File: src/rtl/muxdecod_pkg.sv
// Shared definitions for the muxdecod sweep controller: default widths and
// the controller state encoding.
package muxdecod_pkg;

    // Width of the muxdecod input code.
    localparam int N_BITS_MD = 7;

    // Width of the minterm counter; one bit wider than the code so that a
    // full-range sweep (2**N_BITS codes) can never saturate it.
    localparam int CONT_W_MD = 8;

    typedef enum logic [1:0] {
        OCIOSO = 2'd0,
        VARRE  = 2'd1,
        FIM    = 2'd2
    } estado_t;

endpackage : muxdecod_pkg

File: src/rtl/acumulador_minterm.sv
// Minterm accumulator: counts the codes for which muxdecod answered 1 and
// remembers the lowest and highest such code seen since the last clear.
module acumulador_minterm #(
    parameter int N_BITS = 7,
    parameter int CONT_W = 8
) (
    input  logic              clock,
    input  logic              reset,
    input  logic              limpar_i,
    input  logic              amostrar_i,
    input  logic              bit_i,
    input  logic [N_BITS-1:0] codigo_i,
    output logic [CONT_W-1:0] contagem_o,
    output logic              achou_o,
    output logic [N_BITS-1:0] primeiro_o,
    output logic [N_BITS-1:0] ultimo_o
);

    logic [CONT_W-1:0] contagem_q;
    logic              achou_q;
    logic [N_BITS-1:0] primeiro_q;
    logic [N_BITS-1:0] ultimo_q;

    // Clear on request, otherwise fold in one sampled muxdecod answer.
    // NOTE: non-blocking assignments so every register sees pre-edge values
    // (achou_q below is the old value, which is what gates primeiro_q).
    always_ff @(posedge clock or posedge reset) begin
        if (reset) begin
            contagem_q <= '0;
            achou_q    <= 1'b0;
            primeiro_q <= '0;
            ultimo_q   <= '0;
        end else if (limpar_i) begin
            contagem_q <= '0;
            achou_q    <= 1'b0;
            primeiro_q <= '0;
            ultimo_q   <= '0;
        end else if (amostrar_i && bit_i) begin
            contagem_q <= contagem_q + 1'b1;
            ultimo_q   <= codigo_i;
            if (!achou_q) begin
                primeiro_q <= codigo_i;
                achou_q    <= 1'b1;
            end
        end
    end

    assign contagem_o = contagem_q;
    assign achou_o    = achou_q;
    assign primeiro_o = primeiro_q;
    assign ultimo_o   = ultimo_q;

endmodule : acumulador_minterm

File: src/rtl/muxdecod_varredura.sv
// Sweep controller for muxdecod: walks Entrada through [cod_ini..cod_fim],
// one code per clock, and collects minterm statistics from Saida_md.
module muxdecod_varredura
    import muxdecod_pkg::*;
#(
    parameter int N_BITS = N_BITS_MD,
    parameter int CONT_W = CONT_W_MD
) (
    input  logic              clock,
    input  logic              reset,
    input  logic              start,
    input  logic              abortar,
    input  logic [N_BITS-1:0] cod_ini,
    input  logic [N_BITS-1:0] cod_fim,
    output logic [N_BITS-1:0] Entrada,
    input  logic              Saida_md,
    output logic              busy,
    output logic              done,
    output logic              valido,
    output logic              erro,
    output logic [CONT_W-1:0] contagem,
    output logic              achou,
    output logic [N_BITS-1:0] primeiro,
    output logic [N_BITS-1:0] ultimo
);

    estado_t           estado_q, estado_d;
    logic [N_BITS-1:0] entrada_q, entrada_d;
    logic [N_BITS-1:0] fim_q, fim_d;
    logic              busy_q, busy_d;
    logic              done_q, done_d;
    logic              valido_q, valido_d;
    logic              erro_q, erro_d;
    logic              limpar;
    logic              amostrar;

    // State, code counter, latched range end and status flags.
    always_ff @(posedge clock or posedge reset) begin
        if (reset) begin
            estado_q  <= OCIOSO;
            entrada_q <= '0;
            fim_q     <= '0;
            busy_q    <= 1'b0;
            done_q    <= 1'b0;
            valido_q  <= 1'b0;
            erro_q    <= 1'b0;
        end else begin
            estado_q  <= estado_d;
            entrada_q <= entrada_d;
            fim_q     <= fim_d;
            busy_q    <= busy_d;
            done_q    <= done_d;
            valido_q  <= valido_d;
            erro_q    <= erro_d;
        end
    end

    // Next-state logic: start handling, per-code stepping, abort and finish.
    // NOTE: every signal gets a default first so no path through the case
    // leaves one unassigned, which would infer a latch.
    always_comb begin
        estado_d  = estado_q;
        entrada_d = entrada_q;
        fim_d     = fim_q;
        done_d    = 1'b0;
        valido_d  = valido_q;
        erro_d    = erro_q;
        limpar    = 1'b0;
        amostrar  = 1'b0;

        unique case (estado_q)
            OCIOSO: begin
                // abortar is ignored here, so start wins when both are high.
                if (start) begin
                    limpar   = 1'b1;
                    valido_d = 1'b0;
                    if (cod_ini <= cod_fim) begin
                        fim_d     = cod_fim;
                        entrada_d = cod_ini;
                        erro_d    = 1'b0;
                        estado_d  = VARRE;
                    end else begin
                        // Empty range: report immediately, Entrada untouched.
                        erro_d = 1'b1;
                        done_d = 1'b1;
                    end
                end
            end
            VARRE: begin
                if (abortar) begin
                    // The code on Entrada during the abort cycle is not
                    // sampled; results so far are kept but marked invalid.
                    valido_d = 1'b0;
                    estado_d = OCIOSO;
                end else begin
                    amostrar = 1'b1;
                    if (entrada_q == fim_q) begin
                        // Hold the last code; 2**N_BITS-1 never wraps to 0.
                        estado_d = FIM;
                    end else begin
                        entrada_d = entrada_q + 1'b1;
                    end
                end
            end
            FIM: begin
                done_d   = 1'b1;
                valido_d = 1'b1;
                estado_d = OCIOSO;
            end
            default: begin
                estado_d = OCIOSO;
            end
        endcase

        // busy follows the state one edge later, so it falls as done rises.
        busy_d = (estado_d != OCIOSO);
    end

    acumulador_minterm #(
        .N_BITS (N_BITS),
        .CONT_W (CONT_W)
    ) u_acumulador (
        .clock      (clock),
        .reset      (reset),
        .limpar_i   (limpar),
        .amostrar_i (amostrar),
        .bit_i      (Saida_md),
        .codigo_i   (entrada_q),
        .contagem_o (contagem),
        .achou_o    (achou),
        .primeiro_o (primeiro),
        .ultimo_o   (ultimo)
    );

    assign Entrada = entrada_q;
    assign busy    = busy_q;
    assign done    = done_q;
    assign valido  = valido_q;
    assign erro    = erro_q;

endmodule : muxdecod_varredura

File: config.mk
export PLATFORM = sky130hd
export DESIGN_NAME = muxdecod_varredura
export DESIGN_NICKNAME = d
export VERILOG_FILES = /design/src/rtl/muxdecod_pkg.sv /design/src/rtl/acumulador_minterm.sv /design/src/rtl/muxdecod_varredura.sv
export SDC_FILE = /design/constraint.sdc
export NUM_CORES = 1
export LEC_CHECK = 0
export BUFFER_PORTS_ARGS = -buffer_cell sky130_fd_sc_hd__buf_2
export CORE_MARGIN = 3
export CORE_UTILIZATION = 55
export CTS_BUF_LIST = sky130_fd_sc_hd__clkbuf_8
export DETAILED_ROUTE_END_ITERATION = 8
export PLACE_DENSITY = 0.82
export REMOVE_ABC_BUFFERS = 1
export SYNTH_ARGS = -nofsm -noshare
export SYNTH_HDL_FRONTEND = slang
export SYNTH_SLANG_ARGS = --single-unit
File: constraint.sdc
create_clock -name clock -period 3 [get_ports clock]
set_input_delay 0.3 -clock clock [delete_from_list [all_inputs] [get_ports clock]]
set_output_delay 0.3 -clock clock [all_outputs]
set_load 0.02 [all_outputs]
==> flow_summary_export.csv <==
group,metric,value,unit
global_routing,antenna_found_initial,0,
synthesis,synth.area.top_cells,"dfrtp_1, nand2_1, o21ai_0",
clocking,root_buffer,"clkbuf_8",
clocking,cts_buffer_depth,2,
synthesis,ys_warn_count,0,
sta,report.final.hold_viol_count,0,
sta,rsz0062_at_grt,"false",
layout,syn_to_final_growth,17.99,%
critical_path,critical_path_class,"reg -> reg",
synthesis,syn_avg_cell_area,9.395,sq um
detailed_routing,wl_per_cell,14.08,um
detailed_routing,drc,0,
sta,drv_slew,0,
synthesis,synth-seq-area-share,48.95,%
power_and_ir_drop,power_leakage,1.301,nW
synthesis,synth-edff-count,0,
critical_path,crit_arrival,2.19,ns
floorplanning,die-area,4791,sq um
floorplanning,initial_core_util,58.72,%
detailed_routing,drt_first_iter_violations,77,
clocking,cts_setup_buffers,0,
power_and_ir_drop,ir_worst_vdd,0.4263,mV
global_routing,grt_max_degree,21,
critical_path,slowest_stage,"nor2b_1",
job,cap_violations,0,
clocking,cts_resized,0,
hold_path,hp-class,"in -> async",
clocking,hold_buffers,0,
detailed_routing,dr_total_vias,1849,
critical_path,crit_path_end_kind,"flop",
critical_path,start_kind,"flop",
synthesis,synthesis.area,2198,sq um
critical_path,slowest_delay,0.70,ns
sta,setup_viol,0,
global_routing,grt_pass1_wl,7.914,mm
floorplanning,die_y,69.22,um
sta,worstMarginPinSlew,0.8054,ns
synthesis,synthFlopType,"dfrtp_1",
clocking,cts_tree,"done",
layout,nFillCells,294,
synthesis,ys_types,42,
sta,min_period,2.050,ns
global_routing,grt_pass1_vias,1757,
place,portBuffers,52,
place,place_hpwl,3.550,mm
place,pre_cts_slack,0.8768,ns
detailed_routing,drt-pass1-iter-count,4,
synthesis,synth-seq-cells,43,
clocking,clk_latency,0.29,ns
floorplanning,core-area,3744,sq um
critical_path,required,3.14,ns
floorplanning,io_pins,53,
global_routing,track_usage,20.36,%
power_and_ir_drop,p_per_area,737.2,nW/um^2
place,globalplace.congestion,0.8108,
clocking,numCtsBuffers,5,
clocking,cts_htree_levels,2,
sta,worst_slack,0.9496,ns
critical_path,cp_max_fo,14,
detailed_routing,avgViaCountPerCell,5.519,
clocking,path_clk_slew,0.08,ns
global_routing,overflow,0,
sta,timing.final.crit_share,68.35,%
floorplanning,std_cell_rows,22,
sta,hold_ws,0.01885,ns
clocking,cts_sinks,43,
detailed_routing,totalWireLength,4.717,mm
synthesis,synth_top_cell_by_area,"dfrtp_1",
detailed_routing,antenna_left,0,
layout,nNetsFinal,315,
sta,timing.fmax,487.7,MHz
sta,maxSlewHeadroom,46.20,%
synthesis,async_reset_ff_share,100.0,%
sta,fin_setup_tns,0,ns
synthesis,yosys.area.top_type_share,48.95,%
layout,diodes,0,
critical_path,worstPathCellList,"and4bb_2 -> nor2b_1 -> o21ai_0",
floorplanning,die_w,69.22,um
sta,fin_skew,0.002054,ns
layout,layout-drive-gt1-share,25.09,%
outcome,outcome,"complete, no violations",
synthesis,postSynthCellCount,234,
-- critical path, delay by kind of cell, from the launching register on --
family | cells | cell delay [ns]
flip-flops | 1 | 0.47
AO/OA/AOI/OAI | 1 | 0.23
AND/OR/NAND/NOR | 2 | 1.20
-- metal layers --
layer	vias up	track usage (%)	share of wire (%)
met1	878	25.48	44
met3	5	5.362	6.8
met4	0	7.375	1.0
li1	905	-	-
met5	-	0	0
met2	61	33.90	48
-- cells in the mapped netlist, types with 3 or more instances --
| master | number |
|---|---|
| clkbuf_1 | 9 |
| nor2b_1 | 4 |
| dfrtp_1 | 43 |
| inv_1 | 10 |
| nand2_1 | 49 |
| nand3_1 | 3 |
| a21oi_1 | 11 |
| nand4_1 | 3 |
| xnor2_1 | 6 |
| xor2_1 | 7 |
| ha_1 | 9 |
| nor2_1 | 16 |
| o21ai_0 | 28 |
-- registers in the layout (all words and copies together), names as in the netlist --
name and cells:
u_acumulador.contagem_o 8, Entrada 7, fim_q 7, u_acumulador.primeiro_o 7
u_acumulador.ultimo_o 7, estado_q 2, busy 1, done 1
erro 1, u_acumulador.achou_o 1, valido 1
-- final timing paths --
check	depth (start not counted)	slack [ns]	endpoint	start
max	3	0.95	u_acumulador.primeiro_o[2]$_DFFE_PP0P_	estado_q[1]$_DFF_PP0_
min	2	0.02	u_acumulador.contagem_o[4]$_DFFE_PP0P_	reset
max reg2reg	3	0.95	u_acumulador.primeiro_o[2]$_DFFE_PP0P_	estado_q[1]$_DFF_PP0_
min reg2reg	2	0.49	erro$_DFFE_PP0P_	erro$_DFFE_PP0P_
max in group asynchronous	3	2.35	u_acumulador.ultimo_o[0]$_DFFE_PP0P_	reset
min in group clock	2	0.26	fim_q[0]$_DFFE_PP0P_	cod_fim[0]
-- per-stage QoR --
step,std cells,total power (W),utilization [%],cell area [sq um]
6_report,335,0.001912,69.28,2594
5_1_grt,335,0.002036,69.28,2594
4_1_cts,335,0.001924,69.28,2594
3_5_place_dp,328,0.001558,66.95,2506
3_3_place_gp,328,0.001545,66.95,2506
2_1_floorplan,223,0.001321,-,2148
-- cell usage in the layout (no fill, tap or decap), types with 2 or more instances in the layout --
| master | synthesis | final |
|---|---|---|
| buf_2 | 1 | 52 |
| nand2_1 | 49 | 49 |
| dfrtp_1 | 43 | 43 |
| o21ai_0 | 28 | 28 |
| nor2_1 | 16 | 16 |
| a21oi_1 | 11 | 11 |
| inv_1 | 10 | 10 |
| ha_1 | 9 | 9 |
| xor2_1 | 7 | 7 |
| xnor2_1 | 6 | 6 |
| clkbuf_8 | 0 | 6 |
| buf_4 | 0 | 5 |
| nor2b_1 | 4 | 4 |
| nand4_1 | 3 | 3 |
| nand3_1 | 3 | 3 |
| or3_1 | 2 | 2 |
| nand2b_1 | 2 | 2 |
| o22a_1 | 2 | 2 |
| and2_1 | 2 | 2 |
| nor3_1 | 2 | 2 |
| o32a_1 | 2 | 2 |
| o22ai_1 | 2 | 2 |
-- cells by family (layout without fill, tap and decap cells) --
family                     Yosys count  count (layout)  share of synthesized area, %
AOI/OAI and AO/OA                   55              55                         15.59
xor gates and xnor gates            13              13                         5.179
adders and majority gates            9               9                         5.122
buffers and inverters               21              74                         3.984
DFF                                 43              43                         48.95
muxes                                2               2                         1.195
and+or+nand+nor                     91              91                         19.98
-- report_power, final --
group / total (W) / internal, W / switching [W] / leakage, nW
combinational: 0.000669 / 0.000267 / 0.000402 / 0.693
clock: 0.000366 / 0.000181 / 0.000185 / 0.0470
sequential: 0.000878 / 0.000714 / 0.000164 / 0.561
total: 0.00191 / 0.00116 / 0.000751 / 1.30
-- area by class of cell --
cell class | instances | area, sq um | share of cell area, %
clock buffer | 6 | 82.58 | 3.184
clock inverter | 1 | 5.005 | 0.1930
inverter | 10 | 37.54 | 1.447
multi-input combinational | 170 | 1035 | 39.89
sequential | 43 | 1076 | 41.49
tap | 48 | 60.06 | 2.315
timing repair buffer | 57 | 297.8 | 11.48
(Power assumes the default switching activity.)
